### config.mk
export PLATFORM = sky130hd
export DESIGN_NAME = load_store_align_unit
export DESIGN_NICKNAME = d
export VERILOG_FILES = /design/src/rtl/load_store_align_unit.sv
export SDC_FILE = /design/constraint.sdc
export NUM_CORES = 1
export LEC_CHECK = 0
export CORE_MARGIN = 2
export CORE_UTILIZATION = 50
export CTS_BUF_LIST = sky130_fd_sc_hd__clkbuf_4 sky130_fd_sc_hd__clkbuf_8
export CTS_CLUSTER_SIZE = 24
export DETAILED_ROUTE_END_ITERATION = 7
export PLACE_DENSITY = 0.95
export REMOVE_ABC_BUFFERS = 1
export SLEW_MARGIN = 30
export SYNTH_ARGS = -nofsm -noshare
export SYNTH_HDL_FRONTEND = slang
export SYNTH_SLANG_ARGS = --single-unit
### constraint.sdc
create_clock -name clk -period 5.06 [get_ports clk]
set_clock_uncertainty 0.2 [all_clocks]
set_input_delay 0.506 -clock clk [delete_from_list [all_inputs] [get_ports clk]]
set_output_delay 0.506 -clock clk [all_outputs]
set_load 0.01 [all_outputs]
### src/rtl/load_store_align_unit.sv
// ============================================================================
// load_store_align_unit: byte/half/word load-store alignment between the core
// and a word-only memory port; sub-word stores via read-modify-write.
// Revision: 1.0
// ============================================================================
`default_nettype none

module load_store_align_unit #(
   parameter logic FAULT_ON_UNSELECTED = 1'b1
) (
   input  logic        clk,
   input  logic        rst,
   input  logic        req_valid,
   output logic        req_ready,
   input  logic        req_rw,
   input  logic [2:0]  req_funct3,
   input  logic [31:0] req_address,
   input  logic [31:0] req_write_data,
   output logic        resp_valid,
   input  logic        resp_ready,
   output logic [31:0] resp_read_data,
   output logic        resp_fault,
   output logic        mem_rw,
   output logic [31:0] mem_address,
   output logic [31:0] mem_write_data,
   input  logic [31:0] mem_read_data,
   input  logic        mem_selected
);

   localparam logic [1:0] S_IDLE = 2'd0;
   localparam logic [1:0] S_RD   = 2'd1;
   localparam logic [1:0] S_WR   = 2'd2;
   localparam logic [1:0] S_RESP = 2'd3;

   logic [1:0]  r_state;
   logic        r_rw;
   logic [2:0]  r_funct3;
   logic [31:0] r_addr;
   logic [31:0] r_wdata;
   logic [31:0] r_rdata;
   logic        r_fault;

   logic        w_misaligned;
   logic        w_illegal;
   logic [7:0]  w_byte;
   logic [15:0] w_half;
   logic [31:0] w_load;
   logic [31:0] w_merge;

   assign w_misaligned = ((req_funct3[1:0] == 2'b01) && req_address[0]) ||
                         ((req_funct3[1:0] == 2'b10) && (req_address[1:0] != 2'b00));
   assign w_illegal    = (req_funct3 == 3'b011) || (req_funct3 == 3'b110) ||
                         (req_funct3 == 3'b111) || (req_rw && req_funct3[2]);

   // Lane extraction for loads and lane replacement for sub-word stores
   always_comb begin
      w_byte = mem_read_data[{r_addr[1:0], 3'b000} +: 8];
      w_half = r_addr[1] ? mem_read_data[31:16] : mem_read_data[15:0];
      case (r_funct3)
         3'b000:  w_load = {{24{w_byte[7]}}, w_byte};
         3'b001:  w_load = {{16{w_half[15]}}, w_half};
         3'b100:  w_load = {24'd0, w_byte};
         3'b101:  w_load = {16'd0, w_half};
         default: w_load = mem_read_data;
      endcase
      w_merge = mem_read_data;
      if (r_funct3[1:0] == 2'b00) begin
         w_merge[{r_addr[1:0], 3'b000} +: 8] = r_wdata[7:0];
      end else begin
         w_merge[{r_addr[1], 4'b0000} +: 16] = r_wdata[15:0];
      end
   end

   always_ff @(posedge clk or posedge rst) begin
      if (rst) begin
         r_state  <= S_IDLE;
         r_rw     <= 1'b0;
         r_funct3 <= 3'd0;
         r_addr   <= 32'd0;
         r_wdata  <= 32'd0;
         r_rdata  <= 32'd0;
         r_fault  <= 1'b0;
      end else begin
         case (r_state)
            S_IDLE: begin
               if (req_valid) begin
                  r_rw     <= req_rw;
                  r_funct3 <= req_funct3;
                  r_addr   <= req_address;
                  r_wdata  <= req_write_data;
                  r_rdata  <= 32'd0;
                  r_fault  <= 1'b0;
                  if (w_misaligned || w_illegal) begin
                     r_fault <= 1'b1;
                     r_state <= S_RESP;
                  end else if (!req_rw || (req_funct3[1:0] != 2'b10)) begin
                     r_state <= S_RD;
                  end else begin
                     r_state <= S_WR;
                  end
               end
            end
            S_RD: begin
               if (!mem_selected) begin
                  r_fault <= FAULT_ON_UNSELECTED;
                  r_rdata <= 32'd0;
                  r_state <= S_RESP;
               end else if (!r_rw) begin
                  r_rdata <= w_load;
                  r_state <= S_RESP;
               end else begin
                  r_wdata <= w_merge;
                  r_state <= S_WR;
               end
            end
            S_WR: begin
               if (!mem_selected) begin
                  r_fault <= FAULT_ON_UNSELECTED;
               end
               r_state <= S_RESP;
            end
            default: begin
               if (resp_ready) begin
                  r_state <= S_IDLE;
               end
            end
         endcase
      end
   end

   assign req_ready      = (r_state == S_IDLE);
   assign resp_valid     = (r_state == S_RESP);
   assign resp_read_data = r_rdata;
   assign resp_fault     = r_fault;
   // Gated by rst so an aborted write never reaches memory
   assign mem_rw         = (r_state == S_WR) && mem_selected && !rst;
   assign mem_address    = {r_addr[31:2], 2'b00};
   assign mem_write_data = r_wdata;

endmodule

`default_nettype wire

Yosys cells after proc, flatten, opt, wreduce, memory -nomap -nowiden
Cells that the tools add are included.
W data, S select, Z words.
{"block": "word_totals", "output_inout_bits": 100, "regBits": 103, "wordCells": 81}
{"block": "op_classes", "add_sub_neg": 2, "shift": 5, "eq_ne": 17, "reduce_logical": 26, "mux": 24}
{"op": "$mux W32", "count": 7}
{"op": "$pmux W32 S2", "count": 2}
{"op": "$pmux W32 S4", "count": 1}
{"op": "$bwmux W32", "count": 2}
{"op": "$shift A16 B7 Y32 const A", "count": 1}
{"op": "$shift A8 B7 Y32 const A", "count": 1}
{"op": "$shiftx A16 B7 Y32", "count": 1}
{"op": "$shiftx A32 B6 Y8", "count": 1}
{"op": "$shiftx A8 B7 Y32", "count": 1}
{"op": "$mux W16", "count": 1}
{"op": "$neg A5 Y7", "count": 2}
{"op": "$eq A3 B3 Y1 const B", "count": 4}
{"op": "$ne A2 B2 Y1 const B", "count": 5}
{"op": "$mux W2", "count": 4}
{"op": "$eq A2 B2 Y1 const B", "count": 3}
{"op": "$logic_or A1 B1 Y1", "count": 6}
{"op": "$pmux W2 S3", "count": 1}
{"op": "$reduce_and A3 Y1", "count": 2}
{"op": "$reduce_bool A2 Y1", "count": 3}
{"op": "$logic_and A1 B1 Y1", "count": 5}
{"op": "$mux W1", "count": 5}
{"op": "$eq A2 B1 Y1 const B", "count": 2}
{"op": "$logic_not A2 Y1", "count": 2}
{"op": "$reduce_and A2 Y1", "count": 2}
{"op": "9 further kinds", "count": 10}

Depth between registers and ports, before layout
Gate-level depths: netlist of the first run.
{"block": "depth", "depth_word": 8, "ltp_mapped": 9}

Least setup slack after synthesis of the first run
No wires, ideal clock.
{"block": "synth_path", "path_type": "input to output", "from": "input port rst", "to": "output port mem_rw", "t_required_ps": 4354, "n_path_buf": 0, "stages": 2, "arrival_time_ps": 3070, "setup_slack_ps": 1284, "cell_sequence": "inv_1 -> and3_1"}
{"block": "synth_via", "elab_chain_len": 2}
{"element": "start: declaration", "line": "12", "source": "input logic rst,"}
{"element": "$logic_not A1 Y1", "line": "136", "source": "assign mem_rw = (r_state == S_WR) && mem_selected && !rst;"}
{"element": "$logic_and A1 B1 Y1", "line": "136"}
{"element": "end: declaration", "line": "23", "source": "output logic mem_rw,"}
No other way between the ends.

Worst setup path after layout of the first run
{"block": "layout_path", "from": "register r_addr[1]", "to": "register r_wdata[30], in the netlist mem_write_data[30]"}
{"block": "layout_via", "elab_chain_len": 7, "word_cells_on_any_way": 12}
{"element": "start: declaration", "line": "38", "source": "logic [31:0] r_addr;"}
{"element": "start signal: assignment", "line": "89", "source": "r_addr <= req_address;"}
{"element": "$neg A5 Y7, on equally long branches", "line": "70, 68"}
{"element": "$shiftx A16 B7 Y32 (tied with other cells)", "line": "70", "source": "w_merge[{r_addr[1], 4'b0000} +: 16] = r_wdata[15:0];"}
{"element": "$bwmux W32, on equally long branches", "line": "70, 68"}
{"element": "$mux W32 *", "line": "67", "source": "if (r_funct3[1:0] == 2'b00) begin"}
{"element": "$mux W32 *", "line": "108", "source": "end else if (!r_rw) begin"}
{"element": "$mux W32 *", "line": "104", "source": "if (!mem_selected) begin"}
{"element": "$pmux W32 S2 *", "line": "84", "source": "case (r_state)"}
{"element": "end signal: assignment", "line": "90", "source": "r_wdata <= req_write_data;"}
{"element": "end signal: assignment", "line": "112", "source": "r_wdata <= w_merge;"}
{"element": "end: declaration", "line": "39", "source": "logic [31:0] r_wdata;"}
Every way passes the cells marked *; elsewhere a longest branch is shown, timed or not. The select of a mux whose other input is x is not followed.
A chain may end at the register's enable or synchronous reset.

==> results of run 1 <==
## worst max path at each step
stage	depth (start not counted)	endpoint	from
after floorplan	2	mem_rw	rst
final	8	mem_write_data[30]	r_addr[1]
after CTS	8	mem_write_data[28]	r_addr[1]
after detailed placement	8	mem_write_data[28]	r_addr[1]
after global placement	4	resp_read_data[17]	req_valid
after global routing	8	mem_write_data[28]	r_addr[1]
## synthesized netlist by cell type, types with 3 or more instances
cell type	n
nand3b_1	5
a32o_1	8
a221o_1	27
o31ai_1	9
nand2b_1	12
dfrtp_1	103
inv_1	15
a211oi_1	5
nand4_1	4
a22oi_1	12
nor2b_1	7
nor2_1	18
buf_2	13
buf_4	35
mux2_2	46
nor4_1	5
a21bo_2	4
a22o_1	9
a31oi_1	8
nand3_1	4
a221oi_1	5
ha_1	9
a211o_1	4
a21oi_1	31
nand2_1	28
o221ai_1	4
buf_1	3
o22ai_1	6
o21ai_0	29
mux2i_1	15
and2_1	8
clkbuf_1	14
## registers in the layout, summed over array words and instances, names as in the netlist
signal	count
mem_write_data	32
r_addr	32
r_funct3	3
r_rw	1
r_state	2
resp_fault	1
resp_read_data	32
## metrics by stage
stage | worst slack [ns] | total power [uW]
2_1_floorplan | 1.28 | 3060
3_3_place_gp | 2.01 | 4340
3_5_place_dp | 2.09 | 4450
4_1_cts | 2.06 | 4990
5_1_grt | 1.85 | 5310
6_report | 2.01 | 5000
## layout make-up
| class | count | area share (%) |
|---|---|---|
| clock inverter | 2 | 0.161 |
| inverter | 16 | 0.803 |
| timing repair buffer | 213 | 27.1 |
| sequential | 103 | 33.1 |
| multi-input combinational | 348 | 34.2 |
| tap | 143 | 2.30 |
| clock buffer | 14 | 2.39 |
## cells by family (layout without fill, tap and decap cells)
| kind of cell | count (synthesis) | in the layout |
|---|---|---|
| AOI/OAI and AO/OA | 169 | 169 |
| and+or+nand+nor | 105 | 105 |
| DFF | 103 | 103 |
| buffers and inverters | 84 | 245 |
| muxes | 63 | 63 |
| adders and majority gates | 9 | 9 |
| other | 1 | 2 |
## metal layers
metal / track usage, % / share of wire [%] / vias up
li1: - / - / 2277
met1: 36.2 / 38 / 2498
met2: 47.0 / 47 / 325
met3: 9.19 / 11 / 60
met4: 13.1 / 4.4 / 0
met5: 0 / 0 / -
## power by group
group	total, uW	switching [uW]	internal, uW
Clock	520	281	238
Sequential	1560	323	1230
Combinational	2930	1460	1470
Total	5000	2070	2940
## worst register-to-register path, cell delays in order, from the launching register on
cell      delay (ns)
dfrtp_1         0.35
buf_4           0.39
inv_2           0.23
ha_1            0.37
nor4bb_1        0.81
buf_4           0.27
a221o_1         0.14
a22oi_1         0.06
o21ai_0         0.17
## cells in the final DEF, fill, tap and decap left out, drive strengths merged, types with 8 or more instances in the layout
cell type      netlist  final
a22oi               12     12
o31ai                9      9
clkbuf              15     14
nand2               28     28
buf                 53     11
nor2                18     18
a221o               27     27
ha                   9      9
mux2                46     46
a22o                 9      9
clkdlybuf4s50        0    202
nor2b                8      8
and2                 8      8
a21oi               31     31
dfrtp              103    103
mux2i               16     16
inv                 16     16
o21ai               30     30
a31oi                8      8
a32o                 8      8
nand2b              12     12
==> results.json, run 1 <==
{
  "n_antenna_cell": 0,
  "rsz0062_at_grt": "false",
  "via_per_inst": 6.15,
  "startpoint_type": "register",
  "clk_path_buf_depth": 2,
  "critPathCaptureType": "register",
  "fin_util_pct": 69.1,
  "ant_nets": 0,
  "grt_max_degree": 66,
  "cp_top_family": "buffers and inverters",
  "rows": 39,
  "die_y_um": 111,
  "yosys.area.top_type": "dfrtp_1",
  "synthTopCellsByArea": "dfrtp_1, mux2_2, a221o_1",
  "post-place-cells": 823,
  "ir_drop_uv": 396,
  "leakagePower_uw": 0.00322,
  "hold_path.class": "register to register",
  "htreeDepth": 3,
  "synth-compound-area-share_pct": 21.7,
  "gr-total-overflow": 0,
  "tns_ns": 0,
  "async_reset_ff_share_pct": 100,
  "r2r-end": "mem_write_data[30]",
  "ioPinCount": 205,
  "cts_setup_buffers": 0,
  "reg2reg_depth": 8,
  "core_um2": 11300,
  "cts_buffers": 9,
  "power_density_nw_per_um2": 643,
  "ys.flop_type": "dfrtp_1",
  "drt_iter0_drc": 475,
  "cpMaxStageDelayCell": "nor4bb_1",
  "fin_nets": 805,
  "yosys.area_share.simple_pct": 10.4,
  "r2r-start": "r_addr[1]",
  "hold_path_end": "mem_write_data[19]",
  "avgSynthCellArea_um2": 10.7,
  "max_stage_delay_ns": 0.81,
  "start_util_pct": 50.6,
  "yosysTopAreaCellShare_pct": 45.1,
  "cts_hold_buf": 0,
  "finalNonFillerCells": 839,
  "post-route-min-period_ns": 3.05,
  "vias": 5160,
  "crit_top_cell": "buf_4",
  "status": "finished, final reports clean",
  "gp_congestion": 0.929,
  "critPathMaxFanout": 31,
  "synthCells": 534,
  "synthAdderAreaFrac_pct": 1.97,
  "nFillCells": 846,
  "firstDrtPassIters": 5,
  "place_area_um2": 7590,
  "post-route-period-util_pct": 60.3,
  "worstPathRequired_ns": 5.16,
  "clk_latency_ns": 0.37,
  "ys_seq_area_share_pct": 45.1,
  "multi_input_area_um2": 2660,
  "ys_ff_latch": 103,
  "arrival_ns": 3.15,
  "die_w_um": 111,
  "design_area_um2": 7790,
  "cts_tree": "yes",
  "avgRoutedWirePerCell_um": 21.3,
  "drc": 0,
  "track_usage_pct": 29.2,
  "synth_edf_count": 0,
  "dp_hpwl_mm": 12.8,
  "regArea_um2": 2580,
  "synth_top_family_by_area": "compound AO/OA/AOI/OAI gates",
  "port_buffers": 202,
  "syn2layout_area_growth_pct": 36.4,
  "synthMuxAreaShare_pct": 12.3,
  "yosys_warnings": 0,
  "grt_pass1_wl_mm": 28.6,
  "whs_ns": 0.290,
  "hold_viol": 0,
  "maxCapViolations": 0,
  "min_from": "mem_write_data[19]",
  "finalSetupViolCount": 0,
  "synth_cell_type_count": 56,
  "crit_type": "register to register",
  "worst_pin_slew_ns": 0.971,
  "report.final.slew_viol_count": 0,
  "die-area_um2": 12300,
  "synth_xor_area_share_pct": 0,
  "r2r_setup_slack_ns": 2.01,
  "grt_pass1_vias": 5409,
  "syn-cell-area_um2": 5710,
  "numClockSinks": 103,
  "worstPathCellList": "buf_4, inv_2, ha_1, nor4bb_1, buf_4, a221o_1, a22oi_1, o21ai_0",
  "drive_above_1_share_pct": 13.4,
  "slew_headroom_pct": 35.3,
  "fmax_mhz": 328,
  "drt_wl_total_mm": 17.8,
  "antenna_found_initial": 0,
  "whs_path_depth": 2,
  "clk_pin_slew_ns": 0.09,
  "crit_buf_inv": 3,
  "cts_resized": 0,
  "ctsRootBufferMaster": "clkbuf_8"
}
Note: power is estimated with default switching activity, not from simulation.
==> run 2, diff against run 1 <==
--- a/config.mk
+++ b/config.mk
@@ -6,11 +6,11 @@
 export NUM_CORES = 1
 export LEC_CHECK = 0
 export CORE_MARGIN = 2
-export CORE_UTILIZATION = 50
+export CORE_UTILIZATION = 42
 export CTS_BUF_LIST = sky130_fd_sc_hd__clkbuf_4 sky130_fd_sc_hd__clkbuf_8
 export CTS_CLUSTER_SIZE = 24
 export DETAILED_ROUTE_END_ITERATION = 7
-export PLACE_DENSITY = 0.95
+export PLACE_DENSITY = 0.86
 export REMOVE_ABC_BUFFERS = 1
 export SLEW_MARGIN = 30
 export SYNTH_ARGS = -nofsm -noshare
==> constraint.sdc (replaced) <==
create_clock -name clk -period 2.65 [get_ports clk]
set_clock_uncertainty 0.2 [all_clocks]
set_input_delay 0.265 -clock clk [delete_from_list [all_inputs] [get_ports clk]]
set_output_delay 0.265 -clock clk [all_outputs]
set_load 0.01 [all_outputs]
==> run 2 against run 1 <==
Net effect: cell count rose by 5.0%; hold slack got worse by 0.15 ns; total power rose by 98%; maximum frequency rose by 23%; highest routed layer unchanged.
==> results.json, run 2 (same netlist as run 1, synthesis figures left out) <==
{
  "fmax_mhz": 404,
  "r2r_setup_slack_ns": 0.17,
  "cts_tree": "yes",
  "antenna_found_initial": 0,
  "clk_pin_slew_ns": 0.10,
  "status": "finished, final reports clean",
  "gr-total-overflow": 0,
  "cpMaxStageDelayCell": "and2_1",
  "grt_pass1_vias": 5355,
  "pre_cts_ws_ns": 0.209,
  "post-route-period-util_pct": 93.5,
  "worst_pin_slew_ns": 0.830,
  "fin_total_pwr_uw": 9910,
  "ioPinCount": 205,
  "power_density_nw_per_um2": 1250,
  "via_per_inst": 5.93,
  "report.final.slew_viol_count": 0,
  "grt_max_degree": 104,
  "die-area_um2": 14500,
  "ir_drop_uv": 695,
  "startpoint_type": "register",
  "drt_wl_total_mm": 18.8,
  "htreeDepth": 3,
  "drt_iter0_drc": 439,
  "critPathMaxFanout": 16,
  "grt_pass1_wl_mm": 29.5,
  "r2r-start": "r_state[0]",
  "final_cell_mix": "clkdlybuf4s50_1, dfrtp_1, mux2_2, a21oi_1, o21ai_0",
  "worst_slack_ns": 0.173,
  "leakagePower_uw": 0.00329,
  "place_area_um2": 7730,
  "start_util_pct": 43.1,
  "drc": 0,
  "post-place-cells": 865,
  "slew_headroom_pct": 44.7,
  "ctsRootBufferMaster": "clkbuf_8",
  "tns_ns": 0,
  "arrival_ns": 2.61,
  "critPathCaptureType": "register",
  "syn2layout_area_growth_pct": 39.4,
  "numClockSinks": 103,
  "crit_buf_inv": 1,
  "firstDrtPassIters": 5,
  "worstPathCellList": "inv_1, ha_1, nor2b_4, nor3_4, and2_1, a221o_1",
  "clk_path_buf_depth": 2,
  "rows": 42,
  "clk_latency_ns": 0.39,
  "gp_congestion": 0.918,
  "worstPathRequired_ns": 2.78,
  "core_um2": 13200,
  "finalSetupViolCount": 0,
  "hold_viol": 0,
  "track_usage_pct": 26.2,
  "finalNonFillerCells": 881,
  "reg2reg_depth": 6,
  "avgRoutedWirePerCell_um": 21.3,
  "dp_hpwl_mm": 13.4,
  "hold_path.class": "input port to async pin",
  "cts_hold_buf": 0,
  "rsz0062_at_grt": "false",
  "drive_above_1_share_pct": 14.3,
  "vias": 5228,
  "post-route-min-period_ns": 2.48,
  "crit_type": "register to register",
  "ant_nets": 0,
  "cp_top_family": "simple AND/OR/NAND/NOR gates",
  "n_antenna_cell": 0,
  "cts_buffers": 9,
  "die_y_um": 121,
  "max_stage_delay_ns": 0.71,
  "r2r-end": "resp_read_data[17]",
  "final_common_cell": "clkdlybuf4s50_1",
  "fin_nets": 814,
  "design_area_um2": 7960,
  "port_buffers": 202,
  "maxCapViolations": 0,
  "die_w_um": 121
}
## run 2: cell count changes in the layout (fill, tap and decap cells not counted), moves of 2 or more
cell / change
bufinv_16: +2
buf_4: +7
clkbuf_8: -2
buf_12: +3
## run 2: worst max path at each step
stage,cells past startpoint,slack [ns],endpoint,startpoint
finish,6,0.17,resp_read_data[17],r_state[0]
global route,6,0.03,resp_read_data[24],r_state[0]
CTS,7,0.22,mem_write_data[30],r_addr[0]
detailed placement,5,0.21,resp_read_data[17],req_valid
global placement,5,0.29,resp_read_data[26],req_valid
floorplan,2,-0.64,mem_rw,rst
## run 2: cell type report
type / instances / area, um2
timing repair buffer: 222 / 2210
inverter: 16 / 62.6
multi-input combinational: 348 / 2660
sequential: 103 / 2580
clock inverter: 5 / 78.8
tap: 176 / 220
fill: 1071 / 5290
clock buffer: 11 / 151
## run 2: per-layer routing
| layer | share of wire, % | global-route usage [%] |
|---|---|---|
| met1 | 38 | 32.2 |
| met2 | 47 | 42.0 |
| met3 | 11 | 8.25 |
| met4 | 3.9 | 12.4 |
| met5 | 0 | 0 |
## run 2: through the flow
stage,hold WS (ns),util (%)
after global routing,0.220,60.1
after detailed placement,0.270,58.3
after CTS,0.190,60.1
after floorplan,0.211,-
after global placement,0.262,58.3
final,0.144,60.1
## run 2: repair_timing
item / CTS / global route
endpoints found under the setup margin: 0 / 3
gates resized for setup: 0 / 1
setup buffers: 0 / 0
## run 2: power breakdown
group	internal (uW)	switching [uW]
clock network	584	581
logic	2910	2830
registers	2350	649
total	5850	4060
## run 2: tightest hold or removal path, cell delays in order
cell             delay, ns
clkdlybuf4s50_1       0.44
inv_4                 0.08
buf_12                0.42
==> run 3, diff against run 2 <==
--- a/config.mk
+++ b/config.mk
@@ -5,6 +5,7 @@
 export SDC_FILE = /design/constraint.sdc
 export NUM_CORES = 1
 export LEC_CHECK = 0
+export CAP_MARGIN = 25
 export CORE_MARGIN = 2
 export CORE_UTILIZATION = 42
 export CTS_BUF_LIST = sky130_fd_sc_hd__clkbuf_4 sky130_fd_sc_hd__clkbuf_8
==> results of run 3 <==
No change in the layout: final DEF, timing and power equal those of run 2.
